[src/rtl/softmax_seq.sv]
// Sequential softmax over NUM_CLASSES lanes: max search, exponent lookup with
// running sum, then a restoring divider per lane producing saturated
// fixed-point probabilities with 2^OUT_BITS as the unit.
module softmax_seq #(
  parameter int NUM_CLASSES   = 4,
  parameter int DATA_BITS     = 8,
  parameter int OUT_BITS      = 8,
  parameter int EXP_BITS      = 8,
  parameter int LUT_ADDR_BITS = 8,
  parameter int EXP_SCALE     = 32,
  parameter int SIGNED_IN     = 0
) (
  input  logic                            clk,
  input  logic                            rst,
  input  logic [NUM_CLASSES*DATA_BITS-1:0] in_data,
  input  logic                            in_valid,
  output logic                            in_ready,
  output logic [NUM_CLASSES*OUT_BITS-1:0] out_data,
  output logic                            out_valid,
  input  logic                            out_ready,
  output logic                            busy
);

  localparam int SUM_BITS  = EXP_BITS + $clog2(NUM_CLASSES);
  localparam int LANE_BITS = $clog2(NUM_CLASSES);
  localparam int STEP_BITS = $clog2(OUT_BITS + 1);
  localparam int LUT_SIZE  = 1 << LUT_ADDR_BITS;
  localparam int DIFF_BITS = DATA_BITS + 1;
  localparam int REM_BITS  = SUM_BITS + OUT_BITS + 1;

  localparam logic [2:0] IDLE = 3'd0;
  localparam logic [2:0] MAX  = 3'd1;
  localparam logic [2:0] EXP  = 3'd2;
  localparam logic [2:0] DIV  = 3'd3;
  localparam logic [2:0] OUT  = 3'd4;

  // exp(-k/EXP_SCALE) scaled to full EXP_BITS range; exp(y) is evaluated as
  // a short series on y/256 and squared eight times to stay accurate.
  function automatic logic [EXP_BITS-1:0] exp_entry(input int k);
    real y, term, s, scale;
    y = real'(k) / (real'(EXP_SCALE) * 256.0);
    s = 1.0;
    term = 1.0;
    for (int n = 1; n < 16; n++) begin
      term = term * y / real'(n);
      s = s + term;
    end
    for (int n = 0; n < 8; n++) s = s * s;
    scale = real'((1 << EXP_BITS) - 1);
    return EXP_BITS'($rtoi(scale / s + 0.5));
  endfunction

  logic [EXP_BITS-1:0] lut [LUT_SIZE];

  for (genvar gi = 0; gi < LUT_SIZE; gi++) begin : g_lut
    localparam logic [EXP_BITS-1:0] ENTRY = exp_entry(gi);
    assign lut[gi] = ENTRY;
  end

  logic [2:0]                       state_reg;
  logic [NUM_CLASSES*DATA_BITS-1:0] cap_reg;
  logic [DATA_BITS-1:0]             max_reg;
  logic [LANE_BITS-1:0]             lane_reg;
  logic [STEP_BITS-1:0]             step_reg;
  logic [SUM_BITS-1:0]              sum_reg;
  logic [EXP_BITS-1:0]              e_reg [NUM_CLASSES];
  logic [OUT_BITS-1:0]              res_reg [NUM_CLASSES];
  logic [REM_BITS-1:0]              rem_reg;
  logic [OUT_BITS:0]                q_reg;
  logic [NUM_CLASSES*OUT_BITS-1:0]  out_data_reg;
  logic                             out_valid_reg;

  logic                             lane_last, step_last;
  logic [DATA_BITS-1:0]             x_sel;
  logic                             x_gt_max;
  logic [DIFF_BITS-1:0]             x_ext, max_ext, diff;
  logic [31:0]                      diff32;
  logic [LUT_ADDR_BITS-1:0]         lut_addr;
  logic [EXP_BITS-1:0]              e_sel;
  logic [REM_BITS-1:0]              cur_rem, cur_div, rem_next;
  logic                             ge;
  logic [OUT_BITS:0]                q_next;
  logic [OUT_BITS-1:0]              q_sat;
  logic [NUM_CLASSES*OUT_BITS-1:0]  out_assembled;

  assign lane_last = (lane_reg == LANE_BITS'(NUM_CLASSES - 1));
  assign step_last = (step_reg == STEP_BITS'(OUT_BITS));
  assign x_sel     = cap_reg[int'(lane_reg)*DATA_BITS +: DATA_BITS];

  // Lane compare, distance from the max, clamped LUT address and divider step
  always_comb begin
    x_ext   = (SIGNED_IN != 0) ? {x_sel[DATA_BITS-1], x_sel} : {1'b0, x_sel};
    max_ext = (SIGNED_IN != 0) ? {max_reg[DATA_BITS-1], max_reg} : {1'b0, max_reg};
    x_gt_max = (SIGNED_IN != 0) ? ($signed(x_ext) > $signed(max_ext)) : (x_ext > max_ext);
    diff    = max_ext - x_ext;
    diff32  = 32'(diff);
    if (diff32 > 32'(LUT_SIZE - 1)) lut_addr = '1;
    else                            lut_addr = LUT_ADDR_BITS'(diff32);
    e_sel   = lut[lut_addr];

    // Step s tests quotient bit OUT_BITS-s; the dividend is loaded on step 0
    cur_rem  = (step_reg == '0) ? (REM_BITS'(e_reg[lane_reg]) << OUT_BITS) : rem_reg;
    cur_div  = REM_BITS'(sum_reg) << (OUT_BITS - int'(step_reg));
    ge       = (cur_rem >= cur_div);
    rem_next = ge ? (cur_rem - cur_div) : cur_rem;
    q_next   = (step_reg == '0) ? {{OUT_BITS{1'b0}}, ge} : {q_reg[OUT_BITS-1:0], ge};
    q_sat    = q_next[OUT_BITS] ? '1 : q_next[OUT_BITS-1:0];
  end

  // The last lane's quotient is still combinational on the edge entering OUT
  for (genvar gi = 0; gi < NUM_CLASSES; gi++) begin : g_out
    assign out_assembled[gi*OUT_BITS +: OUT_BITS] = (gi == NUM_CLASSES - 1) ? q_sat : res_reg[gi];
  end

  // Main FSM with datapath registers
  always_ff @(posedge clk or posedge rst) begin
    if (rst) begin
      state_reg     <= IDLE;
      cap_reg       <= '0;
      max_reg       <= '0;
      lane_reg      <= '0;
      step_reg      <= '0;
      sum_reg       <= '0;
      rem_reg       <= '0;
      q_reg         <= '0;
      out_data_reg  <= '0;
      out_valid_reg <= 1'b0;
      for (int i = 0; i < NUM_CLASSES; i++) begin
        e_reg[i]   <= '0;
        res_reg[i] <= '0;
      end
    end else begin
      case (state_reg)
        IDLE: begin
          if (in_valid) begin
            cap_reg   <= in_data;
            lane_reg  <= '0;
            sum_reg   <= '0;
            state_reg <= MAX;
          end
        end
        MAX: begin
          if (lane_reg == '0 || x_gt_max) max_reg <= x_sel;
          if (lane_last) begin
            lane_reg  <= '0;
            state_reg <= EXP;
          end else begin
            lane_reg <= lane_reg + LANE_BITS'(1);
          end
        end
        EXP: begin
          e_reg[lane_reg] <= e_sel;
          sum_reg         <= sum_reg + SUM_BITS'(e_sel);
          if (lane_last) begin
            lane_reg  <= '0;
            step_reg  <= '0;
            state_reg <= DIV;
          end else begin
            lane_reg <= lane_reg + LANE_BITS'(1);
          end
        end
        DIV: begin
          rem_reg <= rem_next;
          q_reg   <= q_next;
          if (step_last) begin
            res_reg[lane_reg] <= q_sat;
            step_reg          <= '0;
            if (lane_last) begin
              lane_reg      <= '0;
              out_data_reg  <= out_assembled;
              out_valid_reg <= 1'b1;
              state_reg     <= OUT;
            end else begin
              lane_reg <= lane_reg + LANE_BITS'(1);
            end
          end else begin
            step_reg <= step_reg + STEP_BITS'(1);
          end
        end
        OUT: begin
          if (out_ready) begin
            out_valid_reg <= 1'b0;
            state_reg     <= IDLE;
          end
        end
        default: state_reg <= IDLE;
      endcase
    end
  end

  assign in_ready  = (state_reg == IDLE) && !rst;
  assign busy      = (state_reg != IDLE);
  assign out_data  = out_data_reg;
  assign out_valid = out_valid_reg;

endmodule

[config.mk]
export PLATFORM = sky130hd
export DESIGN_NAME = softmax_seq
export DESIGN_NICKNAME = d
export VERILOG_FILES = /design/src/rtl/softmax_seq.sv
export SDC_FILE = /design/constraint.sdc
export NUM_CORES = 1
export LEC_CHECK = 0
export CORE_MARGIN = 1.5
export CORE_UTILIZATION = 61
export DETAILED_ROUTE_END_ITERATION = 12
export GPL_ROUTABILITY_DRIVEN = 0
export PLACE_DENSITY = 0.78
export SLEW_MARGIN = 25
export SYNTH_ARGS = -nofsm -noshare
export SYNTH_HDL_FRONTEND = slang
export SYNTH_SLANG_ARGS = --single-unit
[constraint.sdc]
create_clock -name clk -period 7.1 [get_ports clk]
set_input_delay 0.71 -clock clk [delete_from_list [all_inputs] [get_ports clk]]
set_output_delay 0.71 -clock clk [all_outputs]
set_load 0.005 [all_outputs]
Word-level counts from Yosys, hierarchy flattened
Memories as Yosys holds them, arrays and structs flattened.
Index checks and enable logic that the tools add are counted.
{ "totals": {"reg_bits": 183, "mem_bits_ro": 2048, "in_bits": 36, "out_inout_bits": 35, "memories": 1} }
{ "classes": {"addsub": 6, "magnitude_cmp": 6, "eq_ne": 12, "shift": 2, "mux": 34, "n_bitwise": 2, "n_reduce_logical": 22} }
{ "memory_table": {"columns": ["name", "words", "word_bits", "rd", "rd_clocked_by_memory_dff", "write_ports", "line", "rtl"], "rows": [
  ["(name not given)", 256, 8, 1, 0, 0, "99", "e_sel = lut[lut_addr];"]
]} }
{ "ops": {"columns": ["op", "n"], "rows": [
  ["32-bit bitwise mux", 2],
  ["8-bit two-way mux", 7],
  ["19-bit two-way mux", 2],
  ["32-bit by 6-bit indexed part select with 8-bit output", 1],
  ["10-bit by 32-bit left shift with 19-bit output", 1],
  ["10-bit case mux with 2 select lines", 1],
  ["19-bit >= comparator", 1],
  ["19-bit subtractor", 1],
  ["3-bit two-way mux", 6],
  ["8-bit binary-select mux with 2-bit select", 1],
  ["8-bit demux with 2-bit select", 1],
  ["3-bit case mux with 5 select lines", 1],
  ["2-bit inequality test, second input constant", 6],
  ["10-bit by 8-bit adder with 10-bit output", 1],
  ["10-bit two-way mux", 1],
  ["2-bit AND reduction", 5],
  ["9-bit >= comparator, second input constant", 1],
  ["9-bit by 8-bit greater-than comparator with 1-bit output, second input constant", 1],
  ["9-bit two-way mux", 1],
  ["8-bit inverter with 9-bit output", 1],
  ["8-bit by 8-bit subtractor with 9-bit output", 1],
  ["8-bit greater-than comparator", 1],
  ["4-bit two-way mux", 2],
  ["4-bit case mux with 2 select lines", 1],
  ["27 further kinds", 37]
]} }

Longest topological paths before layout
Gate-level depths: netlist of run 1.
{ "logic_depth": {"ltp_word": 10, "ltp_mapped": 33, "mapped_depth_nobuf": 28} }

Worst setup path after synthesis of run 1
Ideal clock, no wire load.
{ "synth_path": {"path_type": "register -> register", "start": "register lane_reg[0]", "end": "register sum_reg[8]", "arrival_ps": 6005, "path_slack_ps": 966, "path_stages_with_launch": 32, "path_buffers": 6, "synth_period_minus_slack_ps": 6134, "path_cell_list": "dfrtp_1 clkbuf_1 buf_2 mux4_2 inv_1 fa_1 buf_6 a211oi_2 nor4b_2 or2_1 buf_6 buf_6 nand2_1 ha_1 clkbuf_2 inv_1 mux2i_1 a22o_1 a211oi_1 a211oi_2 o31ai_1 ha_1 inv_1 fa_1 nor2b_1 o21ai_0 a21oi_1 o21ai_0 a21oi_1 o21a_1 o21ai_0 mux2i_1"} }
{ "synth_between": {"elab_chain_cells": 10} }
{ "synth_lines": {"columns": ["item", "line", "rtl"], "rows": [
  ["from (decl)", "63", "logic [LANE_BITS-1:0] lane_reg;"],
  ["from (signal assigned)", "148", "lane_reg <= lane_reg + LANE_BITS'(1);"],
  ["from (signal assigned)", "159", "lane_reg <= lane_reg + LANE_BITS'(1);"],
  ["from (signal assigned)", "174", "lane_reg <= lane_reg + LANE_BITS'(1);"],
  ["32-bit by 6-bit indexed part select with 8-bit output *", "88", "assign x_sel = cap_reg[int'(lane_reg)*DATA_BITS +: DATA_BITS];"],
  ["8-bit by 8-bit subtractor with 9-bit output *", "95", "diff = max_ext - x_ext;"],
  ["9-bit by 8-bit greater-than comparator with 1-bit output", "97", "if (diff32 > 32'(LUT_SIZE - 1)) lut_addr = '1;"],
  ["8-bit two-way mux *", "97", null],
  ["8-bit inverter with 9-bit output (implied by the code) *", "99", null],
  ["memory read 256 x 8 bit *", null, null],
  ["8-bit two-way mux (implied by the code) * (2 in a row)", "99", null],
  ["named net e_sel[0]", "79", "logic [EXP_BITS-1:0] e_sel;"],
  ["10-bit by 8-bit adder with 10-bit output *", "153", "sum_reg <= sum_reg + SUM_BITS'(e_sel);"],
  ["10-bit case mux with 2 select lines *", "133", "case (state_reg)"],
  ["to (signal assigned)", "153", null],
  ["to (decl)", "65", "logic [SUM_BITS-1:0] sum_reg;"]
]} }
Mark *: on every way through the listed nets, which the timed path passes. The rest lies on a longest branch. The select of a mux whose other input is x is not followed.
A chain may end at the register's enable or synchronous reset.

Worst setup path after layout of run 1
{ "layout_path": {"start": "register lane_reg[0]", "end": "register sum_reg[8]"} }
{ "layout_between": {"elab_chain_cells": 10} }
{ "layout_lines": {"columns": ["item", "line", "rtl"], "rows": [
  ["32-bit by 6-bit indexed part select with 8-bit output *", "88", null],
  ["named net x_sel[0]", "74", "logic [DATA_BITS-1:0] x_sel;"],
  ["8-bit by 8-bit subtractor with 9-bit output *", "95", null],
  ["9-bit by 8-bit greater-than comparator with 1-bit output", "97", null],
  ["8-bit two-way mux *", "97", null],
  ["8-bit inverter with 9-bit output (implied by the code) *", "99", null],
  ["memory read 256 x 8 bit *", null, null],
  ["8-bit two-way mux (implied by the code) * (2 in a row)", "99", null],
  ["named net e_sel[0]", "79", null],
  ["10-bit by 8-bit adder with 10-bit output *", "153", null],
  ["10-bit case mux with 2 select lines *", "133", null]
]} }
Marked as above.

==> results of run 1 <==
synthesized netlist by cell type (all sizes together), types with 4 or more instances:
cell and instances:
or2 6, xnor2 19, nor2b 6, nor2 69, o21a 5, buf 27
nand2 287, nand3 22, o211ai 9, inv 42, nor4 5, ha 50
o31ai 10, dfrtp 175, nand2b 7, a211oi 17, xor2 9, and3 10
a21oi 66, clkbuf 47, o221ai 4, o21ai 139, a2111oi 4, o22ai 11
mux2i 26, mux2 37, a22o 10, mux4 18, nor3 14, a22oi 10
a311oi 6, a32o 6, a31oi 10, a21o 10, and2 16, nand4 4
path summary, 6_finish.rpt:
kind | start | endpoint | slack (ns)
min in group asynchronous | rst | max_reg[6] | 0.81
setup reg to reg | lane_reg[0] | sum_reg[8] | 0.63
hold / removal | cap_reg[30] | cap_reg[30] | 0.48
setup / recovery | lane_reg[0] | sum_reg[8] | 0.63
max in group asynchronous | rst | out_assembled[20] | 4.92
hold reg to reg | cap_reg[30] | cap_reg[30] | 0.48
critical path, delay by kind of cell (launching register included):
| kind | cells | cell delay (ns) |
|---|---|---|
| AOI/OAI and AO/OA | 11 | 2.07 |
| adders and majority gates | 5 | 1.55 |
| buffers and inverters | 3 | 0.27 |
| and+or+nand+nor | 4 | 1.06 |
| DFF | 1 | 0.51 |
| muxes | 3 | 0.95 |
per-layer routing:
layer  vias up  track usage (%)  wire [um]  part of all wire, %
li1       4536                -          -                    -
met1      4613             42.3      12600                   45
met2       431             44.8      12400                   44
met3        68             5.59       2100                  7.5
met4         0             11.4        796                  2.9
met5         -                0          0                    0
metrics by stage:
step                      utilization (%)  hold slack (ns)  instances
after floorplan                         -            0.440       1263
after global routing                 70.2            0.503       1534
after global placement               66.6            0.457       1502
final                                70.2            0.477       1534
after detailed placement             66.6            0.460       1502
after CTS                            70.2            0.479       1534
cell type report:
type / count / area share (%)
Tap cell: 229 / 2.26
Clock buffer: 18 / 3.46
Clock inverter: 14 / 1.69
Sequential cell: 175 / 34.5
Timing Repair Buffer: 84 / 6.34
Multi-Input combinational cell: 972 / 50.5
Inverter: 42 / 1.30
kinds of logic after synthesis:
| family | count (synthesis) |
|---|---|
| xor gates and xnor gates | 28 |
| buffers and inverters | 116 |
| adders and majority gates | 53 |
| DFF | 175 |
| AOI/OAI and AO/OA | 351 |
| and+or+nand+nor | 459 |
| muxes | 81 |
==> summary.txt, run 1 <==
Outcome
  • Outcome: finished with violations
  • Failing checks: design-rule violations

Clock network
  • CTS-repair resized insts: 0
  • CTS Hold Buffers Added: 0
  • TritonCTS clock tree: built
  • Clock Path Buffers: 2
  • H-tree depth: 4
  • TritonCTS Buffers: 17
  • Clk slew on worst S/H paths: 0.07 ns
  • CTS Root Cell: clkbuf_16
  • Post-CTS Setup Inserts: 0
  • Clock Sinks: 175
  • Worst-Skew Late Latency: 0.44 ns

Min path
  • Hold path cells: 2
  • HP Class: reg2reg

Detailed routing
  • DRT Wirelength: 27900 um
  • Avg WL per Cell: 18.2 um
  • DRT iter0 DRCs: 1086
  • First drt pass iteration count: 9
  • Vias/cell: 6.29
  • DRC Markers: 5
  • Vias after detailed routing: 9648
  • Post-DRT Antenna Nets: 0

Cells and area
  • Layout area overhead: 12.4%
  • Final Cell Area: 0.0127 mm2
  • Most common cell after layout, fill and taps aside: nand2_1
  • Fraction of layout cells with a size suffix above 1: 11.1%
  • Antenna cells: 0
  • Commonest cells after routing, fill and taps aside: 286 x nand2_1, 174 x dfrtp_1, 129 x o21ai_0
  • Multi-input gate area: 0.00641 mm2
  • Fillers: 1391
  • Sequential Area: 0.00438 mm2
  • Net count reported at finish: 1381

Synth
  • Count of flip-flops with a built-in enable after synthesis: 0
  • Seq/Total Area, Yosys: 38.8%
  • Most area-hungry cell type in the Yosys netlist: dfrtp_1
  • Ys flop type: dfrtp_1
  • Synth Area in XOR/XNOR: 2.47%
  • Synthesized instance count: 1263
  • Synth top area share: 38.8%
  • Fraction of registers with async set/reset: 100%
  • Post-synthesis mux area share: 9.74%
  • Synth Area in Adders: 6.07%
  • Avg Inst Size Synth: 8.95 um2
  • Largest family of logic cells by synthesized area: compound AO/OA/AOI/OAI gates
  • Post-synthesis compound-gate area fraction: 20.7%
  • Simple-Gate Fraction of Synth Area: 17.7%
  • Synthesis Warnings: 0
  • Synth area leaders: dfrtp_1 39%, nand2_1 9.5%, o21ai_0 5.7%, ha_1 5.5%, mux4_2 3.6%
  • Cell Area, Synth: 0.0113 mm2
  • Synth unique cells: 97
  • Syn Nets: 1352
  • Synth Register Bits: 175

STA
  • Min Clock Period, post-route: 6.47 ns
  • Final hold vios: 0
  • Fmax: 0.154 GHz
  • Worst-Margin Slew: 0.954 ns
  • TNS Setup: 0 ns
  • Tcrit/Tclk final: 91.2%
  • Slew margin rel.: 36.4%
  • RSZ-0062 raised after global routing: no
  • Max-slew violations: 0
  • # setup viols final: 0
  • Final Skew: 0.0125 ns
  • Setup ws final: 0.626 ns

GRT
  • Vias in the first global route: 9122
  • GRT Total Usage: 29.6%
  • Largest net degree at the start of global routing: 111
  • First-pass GRT wire length: 46100 um
  • Gr ovfl total: 0
  • Initial antenna violation count: 0

Place
  • Place WS: 0.592 ns
  • DP HPWL: 19800 um
  • Port Buffers: 70
  • Placed inst area: 0.0120 mm2

Flow run
  • MaxCap Viol Count: 0

Floorplan
  • Top Ports: 71
  • Row count: 49
  • Starting density of the core: 62.5%
  • Die height: 139 um
  • Core area: 0.0181 mm2
  • Die width: 139 um
  • Die area: 0.0193 mm2

Critical path
  • Crit path DAT: 6.83 ns
  • Worst r2r path cells: 26
  • CP max stage cell: mux4_2
  • Req. time, crit path: 7.46 ns
  • Critical path's largest stage delay: 0.58 ns
  • Setup CP Type: reg2reg
  • Startpoint Class: register
  • CP Max Fanout: 9
  • CP endpoint kind: register
Power of run 1 is left out: the tool's default activity adds up to more than one toggle a clock period on the data nets, which glitch-free logic cannot reach.
==> run 2, diff against run 1 <==
--- a/config.mk
+++ b/config.mk
@@ -5,11 +5,12 @@
 export SDC_FILE = /design/constraint.sdc
 export NUM_CORES = 1
 export LEC_CHECK = 0
+export ABC_AREA = 1
 export CORE_MARGIN = 1.5
-export CORE_UTILIZATION = 61
+export CORE_UTILIZATION = 60
 export DETAILED_ROUTE_END_ITERATION = 12
 export GPL_ROUTABILITY_DRIVEN = 0
-export PLACE_DENSITY = 0.78
+export PLACE_DENSITY = 0.77
 export SLEW_MARGIN = 25
 export SYNTH_ARGS = -nofsm -noshare
 export SYNTH_HDL_FRONTEND = slang
==> run 2 against run 1 <==
Effect of this change: the run now ends clean; critical path depth is 6 higher; wire length is 3.2% higher; first-iteration DRC count is 10% lower; register-to-register slack better by 0.35 ns; utilization is 1.6 points lower; global-route usage increased by 2.3 points; synthesized area decreased by 3.6%; die area is 2.0% lower; clock skew down 0.00081 ns; non-clock buffer count shrank 6.
==> summary.txt, run 2 <==
Outcome
  • Outcome: finished, final reports clean

Critical path
  • Crit path DAT: 6.45 ns
  • Most frequent CP cell: nand2_1
  • CP endpoint kind: register
  • Critical path's largest stage delay: 0.65 ns
  • Setup CP Type: reg2reg
  • Worst path buffer plus inverter count: 5
  • CP max stage cell: inv_1
  • Top delay family on crit path: simple AND/OR/NAND/NOR gates
  • Req. time, crit path: 7.43 ns
  • CP Max Fanout: 29
  • Startpoint Class: register

Clock network
  • Worst-Skew Late Latency: 0.45 ns
  • CTS Root Cell: clkbuf_16
  • Clock Sinks: 175
  • CTS Hold Buffers Added: 0
  • H-tree depth: 4
  • CTS-repair resized insts: 0
  • TritonCTS Buffers: 17
  • Post-CTS Setup Inserts: 0
  • Clk slew on worst S/H paths: 0.08 ns
  • TritonCTS clock tree: built
  • Clock Path Buffers: 2

Synth
  • Synth top area share: 40.2%
  • Most area-hungry cell type in the Yosys netlist: dfrtp_1
  • Cell Area, Synth: 0.0109 mm2
  • Ys flop type: dfrtp_1
  • Synth unique cells: 50
  • Synthesized instance count: 1514
  • Avg Inst Size Synth: 7.19 um2
  • Synth Register Bits: 175
  • Seq/Total Area, Yosys: 40.2%
  • Syn Nets: 1603
  • Synth area leaders: dfrtp_1 40%, nand2_1 19%, o21ai_0 6.4%, ha_1 5.7%, nand3_1 4.7%
  • Fraction of registers with async set/reset: 100%
  • Most instantiated cells after synthesis: 548 x nand2_1, 175 x dfrtp_1, 139 x o21ai_0
  • Synthesis Warnings: 0
  • Count of flip-flops with a built-in enable after synthesis: 0
  • Most common cell in the netlist: nand2_1

STA
  • Worst-Margin Slew: 0.988 ns
  • Fin Hold WS: 0.471 ns
  • # setup viols final: 0
  • Slew margin rel.: 33.9%
  • Final hold vios: 0
  • TNS Setup: 0 ns
  • Tcrit/Tclk final: 86.2%
  • Fmax: 0.163 GHz
  • Final Skew: 0.0117 ns
  • Max-slew violations: 0
  • RSZ-0062 raised after global routing: no
  • Min Clock Period, post-route: 6.12 ns

Floorplan
  • Die area: 0.0190 mm2
  • Top Ports: 71
  • Core area: 0.0179 mm2
  • Die height: 138 um
  • Row count: 49
  • Die width: 138 um
  • Starting density of the core: 60.8%

Flow run
  • MaxCap Viol Count: 0

Detailed routing
  • DRT Wirelength: 28800 um
  • Avg WL per Cell: 16.1 um
  • Vias after detailed routing: 10300
  • Vias/cell: 5.73
  • DRC Markers: 0
  • DRT iter0 DRCs: 977
  • Post-DRT Antenna Nets: 0
  • First drt pass iteration count: 5

Place
  • Placed inst area: 0.0117 mm2
  • DP HPWL: 20800 um
  • Port Buffers: 70

Cells and area
  • Fraction of layout cells with a size suffix above 1: 4.60%
  • Layout area overhead: 12.8%
  • Net count reported at finish: 1640
  • Final Cell Area: 0.0123 mm2
  • Antenna cells: 0
  • Most common cell after layout, fill and taps aside: nand2_1
  • Commonest cells after routing, fill and taps aside: 548 x nand2_1, 175 x dfrtp_1, 139 x o21ai_0
  • Fillers: 1544

GRT
  • Gr ovfl total: 0
  • Initial antenna violation count: 0
  • First-pass GRT wire length: 47200 um
  • Vias in the first global route: 9370
  • GRT Total Usage: 31.8%
  • Largest net degree at the start of global routing: 104

Min path
  • HP Class: reg2reg
-- run 2: cell count changes after synthesis, sizes merged, moves of 13 or more --
cell	change
nand3	+86
and2	-14
a21oi	-13
a211oi	-17
inv	+85
nand2	+268
mux2	-37
mux4	-18
nor2	+34
mux2i	-26
-- run 2: final timing paths --
path	cells past startpoint	startpoint	slack, ns	end
max	32	lane_reg[1]	0.98	sum_reg[8]
min	2	out_data[14]	0.47	out_data[14]
max reg2reg	32	lane_reg[1]	0.98	sum_reg[8]
min reg2reg	2	out_data[14]	0.47	out_data[14]
max in group asynchronous	3	rst	4.78	rem_reg[8]
min in group asynchronous	2	rst	0.85	out_assembled[3]
-- run 2: stage by stage --
stage	instances	utilization, %	setup WS, ns
after global routing	1793	68.6	0.440
after floorplan	1514	-	1.64
after detailed placement	1761	65.1	1.19
after CTS	1793	68.6	1.13
final	1793	68.6	0.980
after global placement	1761	65.1	1.31
-- run 2: tightest hold or removal path: cells and delay by family (launching register included) --
kind,cells,cell delay [ns]
AND/OR/NAND/NOR,2,0.09
flip-flops,1,0.35
-- run 2: cells by family after synthesis --
logic type / after synthesis / share of synthesized area (%)
DFF: 175 / 40.2
xor gates and xnor gates: 21 / 1.76
buffers and inverters: 190 / 7.15
adders and majority gates: 53 / 6.30
and+or+nand+nor: 801 / 30.2
AOI/OAI and AO/OA: 274 / 14.4
-- run 2: layout make-up --
cell class	instances	area [um2]	share of cell area (%)
multi-input cells	1149	5740	46.7
flip-flops and latches	175	4380	35.6
repair buffers	78	761	6.19
inverters	130	493	4.01
clock buffers	17	425	3.46
well taps	229	287	2.33
clock inverters	15	204	1.66
-- run 2: metal layers --
metal  vias up  GRT usage (%)  share of wire (%)  routed length (um)
met5         -              0                  0                   0
met2       419           51.1                 46               13100
met3        48           4.86                6.8                1960
met1      4774           44.8                 46               13100
met4         0           9.38                2.0                 587
li1       5039              -                  -                   -
Power of run 2 is left out for the same reason.
==> run 3, diff against run 2 <==
--- a/config.mk
+++ b/config.mk
@@ -10,6 +10,7 @@
 export CORE_UTILIZATION = 60
 export DETAILED_ROUTE_END_ITERATION = 12
 export GPL_ROUTABILITY_DRIVEN = 0
+export MAX_ROUTING_LAYER = met4
 export PLACE_DENSITY = 0.77
 export SLEW_MARGIN = 25
 export SYNTH_ARGS = -nofsm -noshare
==> constraint.sdc (replaced) <==
create_clock -name clk -period 7.1 [get_ports clk]
set_input_delay 1.42 -clock clk [delete_from_list [all_inputs] [get_ports clk]]
set_output_delay 1.42 -clock clk [all_outputs]
set_load 0.005 [all_outputs]
==> run 3 against run 2 <==
Effect of this change: sequential cell count unchanged; largest cell class unchanged; global-route usage rose by 1.0 points; die area unchanged; hold slack got worse by 0.0021 ns; first-iteration DRC count is 5.8% lower; maximum frequency decreased by 0.53%; highest routed layer unchanged; clock skew is 0.00093 ns higher; sequential share of layout area increased by 0.15 points; register-to-register slack worse by 0.03 ns; non-clock buffer count rose by 1.
==> summary.txt, run 3 (same netlist as run 2, synthesis figures left out) <==
GRT
  • Largest net degree at the start of global routing: 72
  • Initial antenna violation count: 0
  • Routing usage on met3: 6.11%
  • Met2 Use GR: 49.1%
  • Busiest grt layer: met2
  • Gr ovfl total: 0
  • Met1 Usage GRT: 45.4%
  • First-pass GRT wire length: 47100 um
  • GRT Total Usage: 32.9%
  • Vias in the first global route: 9322

Detailed routing
  • DRT iter0 DRCs: 920
  • Post-DRT Antenna Nets: 0
  • DRC Markers: 0
  • Vias/cell: 5.70
  • Vias after detailed routing: 10200
  • Avg WL per Cell: 16.0 um
  • First drt pass iteration count: 7
  • DRT Wirelength: 28700 um

STA
  • TNS Setup: 0 ns
  • Slew margin rel.: 31.6%
  • Tcrit/Tclk final: 86.7%
  • Final hold vios: 0
  • Max-slew violations: 0
  • Worst-Margin Slew: 1.02 ns
  • Min Clock Period, post-route: 6.15 ns
  • # setup viols final: 0
  • Fin Hold WS: 0.469 ns
  • RSZ-0062 raised after global routing: no
  • Fmax: 0.163 GHz
  • Final Skew: 0.0126 ns

Clock network
  • TritonCTS clock tree: built
  • Clock Path Buffers: 2
  • CTS Root Cell: clkbuf_16
  • Post-CTS Setup Inserts: 0
  • TritonCTS Buffers: 17
  • Clock Sinks: 175
  • H-tree depth: 4
  • CTS-repair resized insts: 0
  • Worst-Skew Late Latency: 0.43 ns
  • Clk slew on worst S/H paths: 0.07 ns
  • CTS Hold Buffers Added: 0

Place
  • Placed cell count: 1762
  • DP HPWL: 21100 um
  • Port Buffers: 70

Critical path
  • Startpoint Class: register
  • Req. time, crit path: 7.41 ns
  • CP endpoint kind: register
  • Crit path DAT: 6.46 ns
  • Critical path's largest stage delay: 0.63 ns
  • Setup CP Type: reg2reg
  • CP Max Fanout: 29
  • Most frequent CP cell: nand2_1
  • CP max stage cell: inv_1

Cells and area
  • Antenna cells: 0
  • Fillers: 1566
  • Most common cell after layout, fill and taps aside: nand2_1
  • Fraction of layout cells with a size suffix above 1: 4.60%
  • Multi-input gate area: 0.00574 mm2
  • Net count reported at finish: 1641
  • Sequential Area: 0.00438 mm2
  • Post-route non-filler standard cell count: 1794
  • Commonest cells after routing, fill and taps aside: 548 x nand2_1, 175 x dfrtp_1, 139 x o21ai_0
  • Layout area overhead: 12.3%

Floorplan
  • Row count: 49
  • Core area: 0.0179 mm2
  • Die area: 0.0190 mm2
  • Starting density of the core: 60.8%
  • Die width: 138 um
  • Top Ports: 71
  • Die height: 138 um

Min path
  • HP Class: reg2reg

Flow run
  • MaxCap Viol Count: 0

Outcome
  • Outcome: finished, final reports clean
==> run 3: cell types whose count changed in the layout (fill, tap and decap cells not counted), sizes merged <==
| cell | change |
|---|---|
| clkinv | -4 |
| clkinvlp | +3 |
| clkbuf | +2 |
| inv | -2 |
| buf | +1 |
| bufinv | +1 |
==> run 3: final timing paths <==
check / startpoint / to / slack [ns] / depth (start not counted)
max: lane_reg[1] / sum_reg[8] / 0.95 / 32
min: out_data[14] / out_data[14] / 0.47 / 2
max reg2reg: lane_reg[1] / sum_reg[8] / 0.95 / 32
min reg2reg: out_data[14] / out_data[14] / 0.47 / 2
max in group asynchronous: rst / max_reg[4] / 4.43 / 3
min in group asynchronous: rst / out_data[3] / 1.50 / 2
==> run 3: cell type report <==
| cell class | instances | area share, % |
|---|---|---|
| multi-input combinational | 1149 | 46.9 |
| tap | 229 | 2.34 |
| inverter | 130 | 4.03 |
| clock buffer | 19 | 3.62 |
| clock inverter | 13 | 1.03 |
| sequential | 175 | 35.8 |
| timing repair buffer | 79 | 6.28 |
==> run 3: per-stage QoR <==
step | instance area [um2] | utilization [%] | worst slack [ns]
3_3_place_gp | 11700 | 65.1 | 1.32
2_1_floorplan | 10900 | - | 0.935
3_5_place_dp | 11700 | 65.1 | 1.14
6_report | 12200 | 68.3 | 0.947
4_1_cts | 12200 | 68.3 | 1.11
5_1_grt | 12200 | 68.3 | 0.440
==> run 3: critical path: cells and delay by family (launching register included) <==
kind                     cells  cell delay (ns)
AND/OR/NAND/NOR             16             2.02
adder cells (fa/ha/maj)      4             1.23
buffers and inverters        5             1.09
flip-flops                   1             0.52
AO/OA/AOI/OAI                7             1.16
==> run 3: layer usage <==
| layer | share of wire, % | wire, um | vias to the layer above |
|---|---|---|---|
| met5 | 0 | 0 | - |
| met1 | 46 | 13300 | 4752 |
| met4 | 2.8 | 792 | 0 |
| met2 | 45 | 12800 | 382 |
| met3 | 6.3 | 1790 | 60 |
| li1 | - | - | 5025 |
Power of run 3 is left out for the same reason.
